===== src/rtl/instruction_fetch_unit.sv =====
// instruction_fetch_unit: PC and fetch stage with IF/ID register, stall, redirect, wrap; optional halt detect via IF_HALT_DETECT_EN
module instruction_fetch_unit #(
  parameter logic [15:0] RESET_PC = 16'h0000,
  parameter logic [15:0] PC_LAST  = 16'd8192
`ifdef IF_HALT_DETECT_EN
  ,
  parameter logic [15:0] HALT_WORD = 16'hFFFF
`endif
) (
  input  logic        clk,
  input  logic        rst,
  input  logic [15:0] D_Instruction,
  output logic [15:0] A_InstrAddress,
  output logic        C_IMRead,
  input  logic        stall,
  input  logic        redirect_valid,
  input  logic [15:0] redirect_target,
  output logic [15:0] if_id_instr,
  output logic [15:0] if_id_pc,
  output logic [15:0] if_id_pc_plus1,
  output logic        if_id_valid,
  output logic        fetch_fault,
`ifdef IF_HALT_DETECT_EN
  output logic        halted,
`endif
  output logic [15:0] fetch_count
);
`ifdef IF_HALT_DETECT_EN
  typedef enum logic [1:0] {BOOT, RUN, FAULT, HALT} state_t;
`else
  typedef enum logic [1:0] {BOOT, RUN, FAULT} state_t;
`endif
  state_t      state_q, state_d;
  logic [15:0] pc_q, pc_d, instr_q, instr_d, ipc_q, ipc_d, ipc1_q, ipc1_d, count_q, count_d;
  logic        valid_q, valid_d, fault_q, fault_d;
  logic [15:0] next_pc;
  logic        redir_ok;
  assign next_pc        = (pc_q == PC_LAST) ? 16'h0000 : pc_q + 16'd1;
  assign redir_ok       = redirect_valid && (redirect_target <= PC_LAST);
  assign A_InstrAddress = pc_q;
  assign C_IMRead       = (state_q == RUN);
  assign if_id_instr    = instr_q;
  assign if_id_pc       = ipc_q;
  assign if_id_pc_plus1 = ipc1_q;
  assign if_id_valid    = valid_q;
  assign fetch_fault    = fault_q;
  assign fetch_count    = count_q;
`ifdef IF_HALT_DETECT_EN
  assign halted         = (state_q == HALT);
`endif
  // next-state: redirect beats stall, bad redirect faults, otherwise capture and advance
  always_comb begin
    state_d = state_q;
    pc_d    = pc_q;
    instr_d = instr_q;
    ipc_d   = ipc_q;
    ipc1_d  = ipc1_q;
    valid_d = valid_q;
    fault_d = fault_q;
    count_d = count_q;
    case (state_q)
      BOOT: state_d = RUN;
      RUN: begin
        if (redirect_valid) begin
          valid_d = 1'b0;
          pc_d    = redir_ok ? redirect_target : pc_q;
          fault_d = fault_q | ~redir_ok;
          state_d = redir_ok ? RUN : FAULT;
        end else if (!stall) begin
          instr_d = D_Instruction;
          ipc_d   = pc_q;
          ipc1_d  = next_pc;
          valid_d = 1'b1;
          pc_d    = next_pc;
          count_d = (count_q == 16'hFFFF) ? count_q : count_q + 16'd1;
`ifdef IF_HALT_DETECT_EN
          if (D_Instruction == HALT_WORD) begin
            pc_d    = pc_q;
            state_d = HALT;
          end
`endif
        end
      end
`ifdef IF_HALT_DETECT_EN
      HALT: begin
        valid_d = 1'b0;
        pc_d    = redir_ok ? redirect_target : pc_q;
        state_d = redir_ok ? RUN : HALT;
      end
`endif
      FAULT: valid_d = 1'b0;
      default: state_d = BOOT;
    endcase
  end
  // state and pipeline registers, cleared immediately by async reset
  always_ff @(posedge clk or posedge rst) begin
    if (rst) begin
      state_q <= BOOT;
      pc_q    <= RESET_PC;
      instr_q <= 16'h0000;
      ipc_q   <= 16'h0000;
      ipc1_q  <= 16'h0000;
      valid_q <= 1'b0;
      fault_q <= 1'b0;
      count_q <= 16'h0000;
    end else begin
      state_q <= state_d;
      pc_q    <= pc_d;
      instr_q <= instr_d;
      ipc_q   <= ipc_d;
      ipc1_q  <= ipc1_d;
      valid_q <= valid_d;
      fault_q <= fault_d;
      count_q <= count_d;
    end
  end
endmodule


===== config.mk =====
export PLATFORM = sky130hd
export DESIGN_NAME = instruction_fetch_unit
export DESIGN_NICKNAME = d
export VERILOG_FILES = /design/src/rtl/instruction_fetch_unit.sv
export SDC_FILE = /design/constraint.sdc
export NUM_CORES = 1
export LEC_CHECK = 0
export CORE_ASPECT_RATIO = 0.7
export CORE_MARGIN = 5
export CORE_UTILIZATION = 49
export CTS_CLUSTER_SIZE = 14
export DETAILED_ROUTE_END_ITERATION = 7
export GPL_ROUTABILITY_DRIVEN = 0
export GPL_TIMING_DRIVEN = 0
export PLACE_DENSITY_LB_ADDON = 0.3
export SKIP_LAST_GASP = 1
export SLEW_MARGIN = 20
export SYNTH_ARGS = -nofsm -noshare
export SYNTH_HDL_FRONTEND = slang
export SYNTH_SLANG_ARGS = --single-unit

===== constraint.sdc =====
create_clock -name clk -period 5.8 [get_ports clk]
set_clock_uncertainty 0.15 [all_clocks]
set_input_delay 0.87 -clock clk [delete_from_list [all_inputs] [get_ports clk]]
set_output_delay 0.87 -clock clk [all_outputs]
set_load 0.02 [all_outputs]

# Word level (Yosys, flattened, before mapping)
# Cells that the tools add are included.
dict set report classes {
  n_eq_ne 8
  n_div 0
  order_cmp 1
  addsub 2
  shift 0
  reduce_logical 9
  n_bitwise 6
  mul 0
  muxes 10
}
# op count
set ops {}
lappend ops {{$mux W16} 4}
lappend ops {{$add A16 B1 Y16 const B} 2}
lappend ops {{$eq A16 B14 Y1 const B} 1}
lappend ops {{$eq A16 B16 Y1 const B} 1}
lappend ops {{$le A16 B14 Y1 const B} 1}
lappend ops {{$ne A2 B1 Y1 const B} 3}
lappend ops {{$pmux W2 S3} 1}
lappend ops {{$reduce_and A2 Y1} 3}
lappend ops {{$reduce_and A3 Y1} 2}
lappend ops {{$not A1 Y1} 5}
lappend ops {{$mux W2} 2}
lappend ops {{$reduce_and A4 Y1} 1}
lappend ops {{$ne A3 B2 Y1 const B} 1}
lappend ops {{$eq A2 B1 Y1 const B} 1}
lappend ops {{$eq A2 B2 Y1 const B} 1}
lappend ops {{$logic_not A2 Y1} 1}
lappend ops {{$mux W1} 2}
lappend ops {{$pmux W1 S2} 1}
lappend ops {{$reduce_bool A2 Y1} 1}
lappend ops {{$logic_and A1 B1 Y1} 1}
lappend ops {{$or A1 B1 Y1} 1}
dict set report totals {
  latch_bits 0
  romBits 0
  mem_bits_rw 0
  in_bits 36
  word_cells 44
  register_bits 84
  output_inout_bits 83
  mem_count 0
}

# Logic depth before layout (Yosys ltp)
dict set report logic_depth {
  ltp_word 5
  mapped_depth 8
  mapped_depth_nobuf 7
}

# Least setup slack after synthesis
# No wires, ideal clock.
dict set report synth_timing {
  kind {in2reg}
  startpoint {input redirect_valid}
  endpoint {register count_q[6] (netlist: fetch_count[6])}
  t_arrival_ps 2088
  slack_ps 3432
  stages 6
  setup_ps 130
  required_time_ps 5520
  n_path_buf 1
  cell_sequence {buf_6 > inv_1 > nand3_1 > a31oi_4 > or3b_2 > xnor2_1}
}
dict set report synth_between {
  elab_chain_cells 2
}
# item line
set synth_rtl {}
lappend synth_rtl {{start, declared} 16} ;# input logic redirect_valid,
lappend synth_rtl {{$not A1 Y1 (no line)} --}
lappend synth_rtl {{$reduce_and A4 Y1 (no line)} --}
lappend synth_rtl {{end signal, assigned} 114} ;# count_q <= count_d;
lappend synth_rtl {{end, declared} 34} ;# logic [15:0] pc_q, pc_d, instr_q, instr_d, ipc_q, ipc_d, ipc1_q, ipc1_d, count_q, count_d;
# Every way passes these cells.
# A chain may end at the register's enable or synchronous reset.

# Final worst setup path
dict set report layout_timing {
  startpoint {input redirect_target[7]}
  endpoint {register pc_q[3] (netlist: A_InstrAddress[3])}
}
dict set report layout_between {
  elab_chain_cells 4
}
# item line
set layout_rtl {}
lappend layout_rtl {{start, declared} 17} ;# input logic [15:0] redirect_target,
lappend layout_rtl {{$le A16 B14 Y1} 39} ;# assign redir_ok = redirect_valid && (redirect_target <= PC_LAST);
lappend layout_rtl {{$logic_and A1 B1 Y1} 39}
lappend layout_rtl {{$ne A2 B1 Y1 (no line)} --}
lappend layout_rtl {{$reduce_and A3 Y1 (no line)} --}
lappend layout_rtl {{end signal, assigned} 108} ;# pc_q <= pc_d;
lappend layout_rtl {{end, declared} 34}
# Every way passes these cells.

==> impl_results.md <==
* Post-synth ARST share at 100%
* Final setup margin at 2770 ps
* Vias at 3674
* CP required at 5830 ps
* Finished Layout Cells at 659
* Final Slew Violations at 0
* Drt first pass iters at 7
* Fin Setup TNS at 0 ps
* Netlist cell types at 49
* Depth of the CTS H-tree at 3
* Core footprint at 0.00794 sq mm
* Arrival time worst endpoint at 3060 ps
* CTS buffer count at 9
* Largest net degree at the start of global routing at 50
* Initial core utilization at 50.6%
* IO Port Bufs at 117
* Cell type with the highest aggregate area in the netlist: dfrtp_1
* Fill count at 608
* Avg Cell Area, Syn at 9.48 sq um
* Final wirelength at 11500 um
* Final Cycle Share at 52.2%
* Syn Std Cell Area at 0.00402 sq mm
* Clock Sinks at 84
* Run status: finished, final reports clean
* Peak Freq at 330 MHz
* Post-Syn Instances at 424
* Nets@finish at 595
* Max Cap Viol at 0
* Reg clk slew, reported paths at 60 ps
* Drt wl/cell at 17.5 um
* DRC viols at 0
* Site row count at 27
* CP Max Fanout at 10
* Final min period at 3030 ps
* Worst VDD drop at 0.000329 V
* Least-Margin Pin Slew at 738 ps
* Vias in the first global route at 3753
* Finish-stage setup viols at 0
* Clock buffer depth at 2
* RSZ-0062 raised after global routing: false
* Gr ovfl total at 0
* Power Density at 530 mW/mm^2
* Area Overhead vs Synth at 41.5%
* Final hold vios at 0
* Largest cells by area after synthesis: dfrtp_1 (52%), nand2_1 (11%), xnor2_1 (4.6%), o21ai_0 (3.5%), a21oi_1 (1.9%)
* Die Height at 85.8 um
* Post-detailed-route via-to-cell ratio at 5.58
* Die width at 118 um
* GR Util All Layers at 23.2%
* Hold buffers post-CTS at 0
* ANT nets after route at 0
* CP startpoint kind: input pin
* Worst setup EP type: flop
* Skew-Pair Late Insertion Delay at 340 ps
* Yosys top cell area share at 52.3%
* Flops & latches, synth at 84
* Post-synthesis sequential area ratio at 52.3%
* Total of warnings raised by yosys at 0
* Io pins at 119
* Post-Place Cells at 643
* Hold Crit Class: reg -> reg
* Leak pwr at 2.45 nW
* Hold Slack at 313 ps
* Global-route wire length before repair at 18900 um
* Net count after synthesis at 466
* Detailed placement HPWL at 8420 um
* Number of synthesized flops with an enable pin at 0
* Post-Place Worst Slack at 2500 ps
* Initial DRC count at 389
* Clock Tree Root: clkbuf_16
* Layout cells sized above 1 at 7.53%
* WS Path Type: in -> reg
* Ys flop type: dfrtp_1
* Post-CTS sizing at 0
* Antenna cells at 0
* Slew HR at 50.6%
* CTS tree: yes
* Die area at 0.0101 sq mm
* Buffer count from post-CTS setup fixing at 0
* Antenna violations before repair at 0
-- metrics by stage --
stage	power (mW)	cell area [sq um]	utilization, %
6_report	3.01	5690	71.6
5_1_grt	3.20	5690	71.6
4_1_cts	3.03	5690	71.6
3_5_place_dp	2.36	5350	67.3
3_3_place_gp	2.32	5320	67.0
2_1_floorplan	1.71	4020	-
-- registers in the layout (all words and copies together), names as in the netlist --
signal          flops
if_id_pc_plus1     16
fetch_count        16
A_InstrAddress     16
if_id_valid         1
state_q             2
if_id_pc           16
fetch_fault         1
if_id_instr        16
-- cell usage after synthesis (4+ instances only) --
master and n:
dfrtp_1 84, clkbuf_1 12, o21ai_0 28, a31oi_1 5, nand2_1 116, nor4_1 6, nor3_1 8, o2bb2ai_1 4
nor2_1 15, xor2_1 6, o211ai_1 5, nand4_1 7, nand3_1 14, o31ai_1 5, inv_1 15, xnor2_1 21
buf_6 5, a21oi_1 15, ha_1 6
-- worst max-delay path, stage by stage --
cell and delay [ps]:
clkdlybuf4s50_1 520, nor4_1 80, a41o_2 300, a31oi_1 590
clkbuf_1 510, o21ai_0 190
-- final timing paths --
path | startpoint | to | slack (ps) | cells after the start
setup reg to reg | state_q[1] | A_InstrAddress[3] | 3140 | 7
hold reg to reg | fetch_fault | fetch_fault | 310 | 1
max in group asynchronous | rst | if_id_pc_plus1[2] | 4140 | 3
setup / recovery | redirect_target[7] | A_InstrAddress[3] | 2770 | 6
hold / removal | fetch_fault | fetch_fault | 310 | 1
min in group asynchronous | rst | state_q[1] | 750 | 2
-- layout make-up --
class	count	area, sq um	area share (%)
clock buffers	10	229	4.03
multi-input cells	303	1730	30.4
well taps	101	126	2.22
repair buffers	118	1200	21.1
inverters	15	58.8	1.03
flip-flops and latches	84	2100	37.0
plain buffers	22	131	2.31
clock inverters	6	111	1.96
-- power breakdown --
part           total, mW  internal [mW]  switching, mW
Sequential          1.02          0.810          0.213
Combinational       1.34          0.620          0.724
Clock              0.646          0.421          0.225
Total               3.01           1.85           1.16
-- logic make-up after synthesis --
| kind of cell | count (synthesis) | share of synthesized area (%) |
|---|---|---|
| AOI/OAI and AO/OA | 82 | 13.3 |
| xor gates and xnor gates | 27 | 5.89 |
| adders and majority gates | 6 | 1.87 |
| buffers and inverters | 37 | 4.67 |
| DFF | 84 | 52.3 |
| muxes | 2 | 0.561 |
| and+or+nand+nor | 186 | 21.4 |
-- layout by cell type (no fill, tap or decap), types with 7 or more instances in the layout --
master,instances
clkdlybuf4s50_1,117
o21ai_0,28
nor2_1,15
clkbuf_16,9
clkbuf_1,13
nand2_1,116
inv_1,14
dfrtp_1,84
nor3_1,8
nand4_1,7
nand3_1,14
a21oi_1,15
xnor2_1,21
-- routing by layer --
metal | part of all wire [%] | GRT usage (%) | vias up
met5 | 0 | 0 | -
met4 | 1.5 | 6.98 | 0
met3 | 11 | 9.23 | 23
met2 | 44 | 35.7 | 193
met1 | 43 | 30.4 | 1745
li1 | - | - | 1713
No activity file was read; power rests on OpenSTA's default activity.
==> RTL change, RTL diff (same flow settings) <==
Take the reset off `instr_q` and load it in a clocked block of its own.
--- a/src/rtl/instruction_fetch_unit.sv
+++ b/src/rtl/instruction_fetch_unit.sv
@@ -99,3 +99,2 @@
       pc_q    <= RESET_PC;
-      instr_q <= 16'h0000;
       ipc_q   <= 16'h0000;
@@ -108,3 +107,2 @@
       pc_q    <= pc_d;
-      instr_q <= instr_d;
       ipc_q   <= ipc_d;
@@ -116,2 +114,6 @@
   end
+
+  always_ff @(posedge clk) begin
+    instr_q <= instr_d;
+  end
 endmodule
Function: differs if rst is asserted again (counterexample within 4 cycles, from zero or initial values and one cycle with rst high); with rst held inactive, the same outputs for 4 cycles.
==> RTL change against the unedited design <==
  * Synthesized cell count fell by 11%
  * Largest power group unchanged
  * Sequential cell count did not move
  * Cell count fell by 6.7%
  * Setup slack improved by 6.9 ps
  * Routed wire length fell by 6.7%
  * Total power fell by 15%
  * Area after synthesis fell by 3.7%
  * Cell area fell by 3.4%
  * Fmax rose by 0.23%
==> RTL change: results (changes against the unedited design) <==
| Metric | Value |
|---|---|
| Outcome | `finished clean (unchanged)` |
| Worst Hold End | `fetch_fault (unchanged)` |
| Clk root buf | `clkbuf_16 (unchanged)` |
| Clock Latency Late Sink | `340 ps (about the same)` |
| Largest area contributor in the netlist | `dfrtp_1 (unchanged)` |
| Max Buffers Root-to-Sink | `2 (unchanged)` |
| Vias post-DR | `3,453 (was 3,674)` |
| Vias in the first global route | `3,247 (was 3,753)` |
| Antenna cells | `0 (unchanged)` |
| Nets | `551 (was 595)` |
| Synth cell count leaders | `nand2_1 (70), dfrtp_1 (68), o21ai_0 (36), xnor2_1 (20), clkbuf_1 (18) (was nand2_1 (116), dfrtp_1 (84), o21ai_0 (28), xnor2_1 (21))` |
| Global-route wire length before repair | `17,200 µm (was 18,900 µm)` |
| Number of remaining DRC errors | `0 (unchanged)` |
| Total GRT Usage | `22.44% (was 23.19%)` |
| Hold Path Stages | `1 (unchanged)` |
| Area share of the largest cell type after synthesis | `44.00% (was 52.32%)` |
| Worst vdd ir | `0.0002948 V (was 0.0003295 V)` |
| Layout cells sized above 1 | `5.837% (was 7.527%)` |
| Final slew viol count | `0 (unchanged)` |
| Hold path startpoint | `fetch_fault (unchanged)` |
| Starting DRC count in detailed routing | `266 (was 389)` |
| Synth warn | `0 (unchanged)` |
| Top cells by area, synth | `dfrtp_1 (44%), edfxtp_1 (12%), nand2_1 (6.8%) (was dfrtp_1 (52%), nand2_1 (11%), xnor2_1 (4.6%))` |
| First-pass DRT Iterations | `4 (was 7)` |
| Slew @ Worst Pin | `605.6 ps (was 737.7 ps)` |
| Dpl hpwl | `7999 µm (was 8423 µm)` |
| Hold crit path type | `register to register (unchanged)` |
| H-tree lvl count | `3 (unchanged)` |
| FF-to-FF setup slack | `3000 ps (was 3140 ps)` |
| Post-synth EDFFs | `16 (was 0)` |
| Asr flop ratio synth | `80.95% (was 100.0%)` |
| Num CTS Buffers | `9 (unchanged)` |
| Place WS | `2525 ps (was 2498 ps)` |
| CP max FO | `10 (unchanged)` |
| Worst-path clk slew | `70 ps` |
| Worst R2R Start | `state_q[1] (unchanged)` |
| Post-Syn Nets | `421 (was 466)` |
| Leak | `2.242 nW (was 2.449 nW)` |
| Synth cell types | `51 (was 49)` |
| DRT Wirelength | `10,750 µm (was 11,520 µm)` |
| Arrival time worst endpoint | `3090 ps (was 3060 ps)` |
| Antenna Violating Nets Remaining | `0 (unchanged)` |
| Setup Buffers After CTS | `0 (unchanged)` |
| Register area share after synthesis | `56.42% (was 52.32%)` |
| R2r worst-path depth | `10 (was 7)` |
| Cts repair resizes | `0 (unchanged)` |
| Initial antenna violation count | `0 (unchanged)` |
| IO buf count | `117 (unchanged)` |
| Largest net degree at the start of global routing | `57 (was 50)` |
| RR Endpoint | `A_InstrAddress[5] (was A_InstrAddress[3])` |
## RTL change: cell types whose count changed after synthesis, moves of 6 or more
cell      before  now
edfxtp_1       0   16
dfrtp_1       84   68
clkbuf_1      12   18
nand2_1      116   70
o21ai_0       28   36
## RTL change: final cells by class
cell class | count | area [µm²]
multi-input combinational | 257 | 1530
sequential | 84 | 2182
fill | 611 | 2276
clock inverter | 7 | 58.81
inverter | 15 | 58.81
tap | 101 | 126.4
buffer | 23 | 98.84
timing repair buffer | 119 | 1214
clock buffer | 9 | 225.2
## RTL change: kinds of logic (layout without fill, tap and decap cells)
family,count (synthesis),after routing,synth area share (%)
DFF,84,84,56.42
buffers and inverters,38,173,4.011
AOI/OAI and AO/OA,88,88,14.30
muxes,2,2,0.5823
xor gates and xnor gates,28,28,6.341
adders and majority gates,6,6,1.941
and+or+nand+nor,133,133,16.40
## RTL change: power by group
| group | leakage [nW] | switching [mW] | internal, mW |
|---|---|---|---|
| registers | 1.01 | 0.153 | 0.777 |
| logic | 1.09 | 0.609 | 0.482 |
| clock network | 0.139 | 0.253 | 0.298 |
| total | 2.24 | 1.01 | 1.56 |
## RTL change: per-stage QoR
step	std cells	area [µm²]	hold WS, ps
finish	615	5494	315.2
global route	615	5494	336.9
CTS	615	5494	320.6
detailed placement	599	5210	298.9
global placement	597	5165	294.7
floorplan	379	3867	364.0
## RTL change: worst max-delay path: stages
cell	delay (ps)
clkdlybuf4s50_1	450
nor4_1	410
a41o_1	350
a31o_2	180
clkbuf_1	350
o21ai_0	170
a22o_1	290
## RTL change: layer usage
layer	wire length, µm	GRT usage, %
met1	4810	33.24
met2	4660	32.74
met3	1131	6.484
met4	149	5.163
met5	0	0
## RTL change: how the worst max path moves through the flow
stage	startpoint	endpoint	slack, ps	depth (start not counted)
global placement	rst	if_id_pc_plus1[12]	1940	2
finish	redirect_target[6]	A_InstrAddress[5]	2780	7
global route	stall	A_InstrAddress[5]	2700	8
detailed placement	redirect_target[6]	A_InstrAddress[5]	2520	7
CTS	redirect_target[6]	A_InstrAddress[5]	2850	7
floorplan	redirect_valid	if_id_instr[0]	2990	5
